File: config.mk
export PLATFORM = sky130hd
export DESIGN_NAME = instr_fetch_unit_flat
export DESIGN_NICKNAME = d
export VERILOG_FILES = /design/src/rtl/instr_fetch_unit_if.sv /design/src/rtl/instr_fetch_unit.sv /design/src/flat_wrapper.sv
export SDC_FILE = /design/constraint.sdc
export NUM_CORES = 1
export LEC_CHECK = 0
export ABC_CLOCK_PERIOD_IN_PS = 9020
export CAP_MARGIN = 5
export CORE_ASPECT_RATIO = 1.4
export CORE_UTILIZATION = 51
export CTS_BUF_LIST = sky130_fd_sc_hd__clkbuf_16
export CTS_CLUSTER_SIZE = 8
export DETAILED_ROUTE_END_ITERATION = 8
export PLACE_DENSITY_LB_ADDON = 0.3
export SYNTH_ARGS = -nofsm -noshare
export SYNTH_HDL_FRONTEND = slang
export SYNTH_SLANG_ARGS = --single-unit
File: constraint.sdc
create_clock -name clk -period 9.02 [get_ports clk]
set_input_delay 1.804 -clock clk [delete_from_list [all_inputs] [get_ports clk]]
set_output_delay 1.804 -clock clk [all_outputs]
set_load 0.02 [all_outputs]
File: src/rtl/instr_fetch_unit_if.sv
// Fetch-unit bus: instruction memory request/response, execute redirect, decode handoff.
// The fetch unit takes the master side; memory, execute and decode together form the slave side.
interface instr_fetch_unit_if;
    logic        imem_req;
    logic [31:0] imem_addr;
    logic        imem_gnt;
    logic        imem_rvalid;
    logic [31:0] imem_rdata;
    logic        redirect_valid;
    logic [31:0] redirect_pc;
    logic        instr_valid;
    logic [31:0] instr;
    logic [31:0] instr_pc;
    logic        instr_ready;

    modport master (
        output imem_req, imem_addr, instr_valid, instr, instr_pc,
        input  imem_gnt, imem_rvalid, imem_rdata, redirect_valid, redirect_pc, instr_ready
    );

    modport slave (
        input  imem_req, imem_addr, instr_valid, instr, instr_pc,
        output imem_gnt, imem_rvalid, imem_rdata, redirect_valid, redirect_pc, instr_ready
    );
endinterface

File: src/rtl/instr_fetch_unit.sv
// Instruction fetch unit: one outstanding memory request, DEPTH-entry {pc, instr} prefetch queue,
// redirect flush with in-flight response discard.
//
// state     | meaning
// ----------+------------------------------------------------
// S_IDLE    | no request outstanding, may issue a new fetch
// S_WAIT    | request outstanding, response will be queued
// S_DISCARD | request outstanding, response will be dropped
module instr_fetch_unit #(
    parameter logic [31:0] RESET_PC = 32'h0000_0000,
    parameter int unsigned DEPTH    = 2
) (
    input logic                clk,
    input logic                rst,
    instr_fetch_unit_if.master bus
);
    localparam int unsigned    PTR_W     = $clog2(DEPTH);
    localparam logic [PTR_W:0] DEPTH_CNT = (PTR_W + 1)'(DEPTH);
    localparam logic [31:0]    PC_MASK   = 32'hFFFF_FFFC;

    typedef enum logic [1:0] {
        S_IDLE    = 2'd0,
        S_WAIT    = 2'd1,
        S_DISCARD = 2'd2
    } state_t;

    state_t           state_q;
    state_t           state_d;

    logic [31:0]      fetch_pc_q;
    logic [31:0]      pend_pc_q;
    logic [31:0]      pc_mem    [DEPTH];
    logic [31:0]      instr_mem [DEPTH];
    logic [PTR_W-1:0] wr_ptr_q;
    logic [PTR_W-1:0] rd_ptr_q;
    logic [PTR_W:0]   count_q;
    logic [PTR_W:0]   fill;

    logic             outstanding;
    logic             req;
    logic             fire;
    logic             push;
    logic             pop;
    logic             head_valid;

    always_ff @(posedge clk or posedge rst) begin
        if (rst) begin
            state_q <= S_IDLE;
        end else begin
            state_q <= state_d;
        end
    end

    // A response arriving together with a redirect still retires the request, so rvalid wins.
    always_comb begin
        state_d = state_q;
        unique case (state_q)
            S_IDLE: begin
                if (fire) begin
                    state_d = S_WAIT;
                end
            end
            S_WAIT: begin
                if (bus.imem_rvalid) begin
                    state_d = S_IDLE;
                end else if (bus.redirect_valid) begin
                    state_d = S_DISCARD;
                end
            end
            S_DISCARD: begin
                if (bus.imem_rvalid) begin
                    state_d = S_IDLE;
                end
            end
            default: state_d = S_IDLE;
        endcase
    end

    always_comb begin
        outstanding = (state_q != S_IDLE);
        fill        = count_q + (PTR_W + 1)'(outstanding);
        req         = !rst && !bus.redirect_valid && !outstanding && (fill < DEPTH_CNT);
        fire        = req && bus.imem_gnt;
        push        = (state_q == S_WAIT) && bus.imem_rvalid && !bus.redirect_valid;
        head_valid  = (count_q != '0);
        pop         = head_valid && bus.instr_ready && !bus.redirect_valid;
    end

    assign bus.imem_req    = req;
    assign bus.imem_addr   = fetch_pc_q;
    assign bus.instr_valid = head_valid;
    assign bus.instr       = head_valid ? instr_mem[rd_ptr_q] : '0;
    assign bus.instr_pc    = head_valid ? pc_mem[rd_ptr_q]    : '0;

    // fetch_pc_q is kept word-aligned at all times so it can drive imem_addr directly.
    always_ff @(posedge clk or posedge rst) begin
        if (rst) begin
            fetch_pc_q <= RESET_PC & PC_MASK;
            pend_pc_q  <= '0;
        end else if (bus.redirect_valid) begin
            fetch_pc_q <= bus.redirect_pc & PC_MASK;
        end else if (fire) begin
            fetch_pc_q <= fetch_pc_q + 32'd4;
            pend_pc_q  <= fetch_pc_q;
        end
    end

    always_ff @(posedge clk or posedge rst) begin
        if (rst) begin
            wr_ptr_q <= '0;
            rd_ptr_q <= '0;
            count_q  <= '0;
        end else if (bus.redirect_valid) begin
            wr_ptr_q <= '0;
            rd_ptr_q <= '0;
            count_q  <= '0;
        end else begin
            if (push) begin
                wr_ptr_q <= wr_ptr_q + 1'b1;
            end
            if (pop) begin
                rd_ptr_q <= rd_ptr_q + 1'b1;
            end
            unique case ({push, pop})
                2'b10:   count_q <= count_q + 1'b1;
                2'b01:   count_q <= count_q - 1'b1;
                default: count_q <= count_q;
            endcase
        end
    end

    // Queue storage needs no reset: entries are only observable while counted valid.
    always_ff @(posedge clk) begin
        if (push) begin
            pc_mem[wr_ptr_q]    <= pend_pc_q;
            instr_mem[wr_ptr_q] <= bus.imem_rdata;
        end
    end
endmodule

File: src/flat_wrapper.sv
// flat-port wrapper written by rule: the top's interface ports become plain ports
module instr_fetch_unit_flat 
#(
    parameter logic [31:0] RESET_PC = 32'h0000_0000,
    parameter int unsigned DEPTH    = 2
)
  (clk, rst, bus_imem_req, bus_imem_addr, bus_instr_valid, bus_instr, bus_instr_pc, bus_imem_gnt, bus_imem_rvalid, bus_imem_rdata, bus_redirect_valid, bus_redirect_pc, bus_instr_ready);
  instr_fetch_unit_if bus_i ();
  input logic clk;
  input logic rst;
  output wire logic [$bits(bus_i.imem_req)-1:0] bus_imem_req;
  output wire logic [$bits(bus_i.imem_addr)-1:0] bus_imem_addr;
  output wire logic [$bits(bus_i.instr_valid)-1:0] bus_instr_valid;
  output wire logic [$bits(bus_i.instr)-1:0] bus_instr;
  output wire logic [$bits(bus_i.instr_pc)-1:0] bus_instr_pc;
  input wire logic [$bits(bus_i.imem_gnt)-1:0] bus_imem_gnt;
  input wire logic [$bits(bus_i.imem_rvalid)-1:0] bus_imem_rvalid;
  input wire logic [$bits(bus_i.imem_rdata)-1:0] bus_imem_rdata;
  input wire logic [$bits(bus_i.redirect_valid)-1:0] bus_redirect_valid;
  input wire logic [$bits(bus_i.redirect_pc)-1:0] bus_redirect_pc;
  input wire logic [$bits(bus_i.instr_ready)-1:0] bus_instr_ready;
  assign bus_imem_req = bus_i.imem_req;
  assign bus_imem_addr = bus_i.imem_addr;
  assign bus_instr_valid = bus_i.instr_valid;
  assign bus_instr = bus_i.instr;
  assign bus_instr_pc = bus_i.instr_pc;
  assign bus_i.imem_gnt = bus_imem_gnt;
  assign bus_i.imem_rvalid = bus_imem_rvalid;
  assign bus_i.imem_rdata = bus_imem_rdata;
  assign bus_i.redirect_valid = bus_redirect_valid;
  assign bus_i.redirect_pc = bus_redirect_pc;
  assign bus_i.instr_ready = bus_instr_ready;
  instr_fetch_unit #(.RESET_PC(RESET_PC), .DEPTH(DEPTH)) u_core (.clk(clk), .rst(rst), .bus(bus_i));
endmodule
Word level (Yosys, flattened, before mapping)
Memories as Yosys holds them, arrays and structs flattened.
Cells that the tools add are included.

word-level totals
  register bits = 70
  bits in writable memories = 128
  input bits = 70
  output and inout bits = 98
  logic and storage cells = 60
  memories kept = 2

memory list
  memory            words  width  read ports  clocked after Yosys merged registers in  write ports  line                    source
  u_core.instr_mem  2      32     1           0                                        1            instr_fetch_unit.sv:33  logic [31:0] instr_mem [DEPTH];
  u_core.pc_mem     2      32     1           0                                        1            instr_fetch_unit.sv:32  logic [31:0] pc_mem [DEPTH];

operators by class
  add/subtract/negate cells = 6
  $lt $le $gt $ge = 1
  equal/unequal tests = 7
  muxes and demuxes = 17
  bitwise gates (word level) = 1
  reductions and logical operators = 20

operators by type and width
  cell                   number
  $mux 32                4
  $add 32x3->32 const B  1
  $mux 2                 5
  $reduce_bool 2->1      5
  $logic_and 1x1->1      8
  $mux 1                 6
  $pmux 2 s3             1
  $eq 2x1->1 const B     2
  $eq 2x2->1 const B     2
  $pmux 2 s2             1
  $logic_not 1->1        3
  $ne 3x3->1 const B     1
  $reduce_and 3->1       1
  $reduce_bool 3->1      1
  $add 1x1->1 const B    2
  $add 2x1->2            1
  $add 2x1->2 const B    1
  $logic_not 2->1        1
  $lt 2x2->1 const B     1
  $ne 2x1->1 const B     1
  $ne 2x2->1 const B     1
  $reduce_and 2->1       1
  $sub 2x1->2 const B    1
  $not 1->1              1

Longest topological paths before layout
  depth in word-level cells = 7
  gate-level depth with buffers = 9
  gate-level depth less buffers = 6

Worst setup path before layout
OpenSTA, ideal clock, no wires.

  path kind = input to register
  start = input port bus_redirect_valid
  end = memory u_core.instr_mem[1][0], enable pin
  library setup time = 0.657 ns
  arrival = 8.596 ns
  data required time = 8.363 ns
  path slack = -0.232 ns
  stages = 3
  path buffers = 2
  cells stage by stage = clkbuf_1 > clkbuf_1 > nor4b_1

on the way
  cells in the longest elaborated chain, start to end = 4

ends and longest elaborated chain
  what                          line                     source
  start: declaration            flat_wrapper.sv:19       input wire logic [$bits(bus_i.redirect_valid)-1:0] bus_redirect_valid;
  $logic_not 1->1               instr_fetch_unit.sv:84   push = (state_q == S_WAIT) && bus.imem_rvalid && !bus.redirect_valid;
  $logic_and 1x1->1             instr_fetch_unit.sv:84
  $mux 1                        instr_fetch_unit.sv:134  if (push) begin
  $mux 1 (not written as such)  instr_fetch_unit.sv:136  instr_mem[wr_ptr_q] <= bus.imem_rdata;
  end: declaration              instr_fetch_unit.sv:33

Every way passes these cells.

Worst setup path after layout
  start = input port bus_redirect_valid
  end = output port bus_imem_req

on the way
  cells in the longest elaborated chain, start to end = 4

ends and longest elaborated chain
  what                             line                    source
  $logic_not 1->1                  instr_fetch_unit.sv:82  req = !rst && !bus.redirect_valid && !outstanding && (fill < DEPTH_CNT);
  $logic_and 1x1->1 (3 in series)  instr_fetch_unit.sv:82
  end: declaration                 flat_wrapper.sv:11      output wire logic [$bits(bus_i.imem_req)-1:0] bus_imem_req;

Every way passes these cells.

==> impl_metrics.toml <==
[run_status]
status = "complete, no violations"

[power_and_ir_drop]
switching_share = 0.243
combPwrFrac = 0.098
peakVddDrop_mv = 0.116
p_per_area_nw_per_um2 = 189
internal-power_mw = 1.47
power.share.sequential = 0.540
clock_power_share = 0.362
p_leak_nw = 3.67
switching_power_uw = 473

[grt]
grtUsageMet1 = 0.278
grt_use_met2 = 0.375
grtUsageMet3 = 0.0370
grt_pass1_wl_um = 26800
top_usage_layer = "met2"
antenna_found_initial = 0
grt_overflow_total = 0
grt_pass1_vias = 5505
track_usage = 0.217
grt_max_degree = 67

[timing]
relSlewSlack = 0.260
tightest_slew_ns = 1.11
rsz0062_at_grt = "false"
finalCritPeriodShare = 0.593
final.setup.worst_slack_ns = 3.67
tns_ns = 0
fmax_mhz = 187
skew_ns = 0.00760
finalHoldViolations = 0
setup_viol = 0
period_minus_slack_ns = 5.35
drv_slew = 0

[clocking]
ctsHoldBuffers = 0
cts_tree = "yes"
cts.sinks = 190
clockBufferDepth = 2
clk-insertion-delay-late_ns = 0.41
post_cts_buffers = 0
cts_root_buf = "clkbuf_16"
clk_pin_slew_ns = 0.07
cts_resized = 0
cts_max_level = 4
numCtsBuffers = 17

[critical_path]
arrival_ns = 3.55
worstSetupPathType = "in -> out"
cp-start-kind = "primary input"
critPathCaptureType = "output port"
crit_fanout = 54
crit_required_ns = 7.22

[synth]
yosysSeqAreaShare = 0.677
synthArstFlopShare = 0.347
yosys.area.top_type = "edfxtp_1"
syn_inst = 646
synth_area_sq_um = 7940
synth_area_leaders = "edfxtp_1 (47%), dfrtp_1 (21%), mux2i_1 (8.3%)"
synth_edf_count = 124
syn_area_per_cell_sq_um = 12.3
synth_ff_type = "edfxtp_1"
ys_warn_count = 0
synth_cell_types = 48
ys_ff_latch = 190
synth.top_cell.area_share = 0.469

[finish]
nets = 867
nFillCells = 1134
synthToLayoutAreaGrowth_pct = 29.4
n_antenna_cell = 0
drive_gt1_frac = 0.0618

[min_path]
hold_class = "reg -> reg"

[floorplan]
die_h_um = 150
design.core.area_sq_um = 15100
io_pins = 168
fp.dieW_um = 107
die-area_sq_um = 16100
rows = 53
start_util = 0.525

[placement]
portBuffers = 161
globalplace.congestion = 0.860
pre_cts_ws_ns = 3.69
place_hpwl_um = 10900

[detailed_routing]
drc = 0
dr.pass1.iters = 5
vias = 5460
vias_per_cell = 5.45
postRouteAntennaNets = 0
routedWlPerCell_um = 16.8
routed_wl_um = 16800
drtIter0Drc = 325

[job]
drv_cap = 0
[logic make-up after synthesis]
logic type / count (synthesis) / synth area share
fa+ha+maj: 1 / 0.00158
compound gates: 63 / 0.0515
simple gates: 274 / 0.156
mux: 67 / 0.0846
xor+xnor: 4 / 0.00441
other cells: 1 / 0.000472
buf+inv: 46 / 0.0246
flops: 190 / 0.677
[worst max-delay path, cell delays in order]
cell             delay (ns)
buf_2                  0.09
buf_4                  0.28
or2_2                  0.41
nor4_1                 0.26
clkdlybuf4s50_1        0.67
[flip-flops by register name, indices dropped and copies added, names as in the netlist]
register / flops
u_core.count_q: 2
u_core.instr_mem: 64
u_core.pc_mem: 60
u_core.pend_pc_q: 30
u_core.bus.imem_addr: 30
u_core.state_q: 2
u_core.rd_ptr_q: 1
u_core.wr_ptr_q: 1
[layer usage]
metal,routed length [um],vias up
li1,-,2609
met1,7090,2619
met2,8640,214
met3,893,18
met4,221,0
met5,0,-
[cell usage after synthesis, drive strengths merged (2+ instances only)]
| library cell | number |
|---|---|
| edfxtp | 124 |
| nand2 | 111 |
| nor2 | 84 |
| dfrtp | 66 |
| mux2i | 66 |
| clkbuf | 26 |
| o21ai | 22 |
| nand3 | 16 |
| buf | 13 |
| nand4 | 12 |
| a21oi | 11 |
| nor2b | 10 |
| o211ai | 9 |
| inv | 7 |
| nor3 | 6 |
| nor4 | 6 |
| o311ai | 6 |
| or3 | 6 |
| or4 | 6 |
| a22oi | 4 |
| a221o | 3 |
| and2 | 3 |
| nand3b | 3 |
| nor3b | 3 |
| or2 | 3 |
| a21o | 2 |
| nand2b | 2 |
| o221ai | 2 |
| xnor2 | 2 |
| xor2 | 2 |
[per-stage QoR]
step / instances / hold WS [ns] / power (mW) / util / area (sq um)
after CTS: 1001 / 0.475 / 1.96 / 0.679 / 10300
final: 1001 / 0.472 / 1.94 / 0.679 / 10300
after global routing: 1001 / 0.483 / 2.02 / 0.679 / 10300
after floorplan: 649 / 0.442 / 1.15 / - / 7960
after detailed placement: 969 / 0.460 / 1.26 / 0.642 / 9710
after global placement: 969 / 0.452 / 1.24 / 0.642 / 9710
[path summary, 6_finish.rpt]
kind / from / endpoint / slack (ns) / cells past startpoint
worst min-delay path: u_core.pend_pc_q[17]$_DFFE_PP0P_ / u_core.pc_mem[1][17]$_DFFE_PP_ / 0.47 / 0
worst min register to register: u_core.pend_pc_q[17]$_DFFE_PP0P_ / u_core.pc_mem[1][17]$_DFFE_PP_ / 0.47 / 0
min in group asynchronous: rst / u_core.count_q[1]$_DFFE_PP0P_ / 2.03 / 3
worst max register to register: u_core.count_q[1]$_DFFE_PP0P_ / u_core.bus.imem_addr[4]$_DFFE_PP0P_ / 6.17 / 6
max in group asynchronous: rst / u_core.rd_ptr_q$_DFFE_PP0P_ / 6.39 / 3
worst max-delay path: bus_redirect_valid / bus_imem_req / 3.67 / 5
[cells in the final DEF (no fill, tap or decap), types with 3 or more instances in the layout]
cell type        instances
o211ai_1                 9
and2_1                   3
nor4_1                   6
buf_4                    6
o311ai_0                 3
nor3b_1                  3
nor2b_1                 10
nand2_1                111
inv_1                    8
a22oi_1                  4
a21oi_1                 11
clkbuf_16               17
conb_1                   4
o21ai_0                 22
mux2i_1                 66
nand3b_1                 3
or4_1                    6
nor2_1                  82
a221o_1                  3
clkdlybuf4s50_1        160
edfxtp_1               124
clkinvlp_4               6
nor3_1                   4
nand3_1                 16
dfrtp_1                 65
nand4_1                 12
or3_1                    5
o311ai_1                 3
[power by group through the flow]
stage          logic (mW)  registers, mW  clock network (mW)
6_report            0.191           1.05               0.703
5_1_grt             0.208           1.06               0.751
4_1_cts             0.192           1.05               0.716
3_5_place_dp        0.189           1.07                   0
3_3_place_gp        0.183           1.06                   0
2_1_floorplan      0.0908           1.06                   0
[layout make-up]
cell class	instances	area, sq um	area share
flip-flops and latches	190	5380	0.524
multi-input cells	413	2410	0.235
repair buffers	167	1650	0.161
clock buffers	17	425	0.0414
well taps	192	240	0.0234
clock inverters	15	140	0.0136
inverters	7	26.3	0.00256
Note: power is estimated with default switching activity, not from simulation.
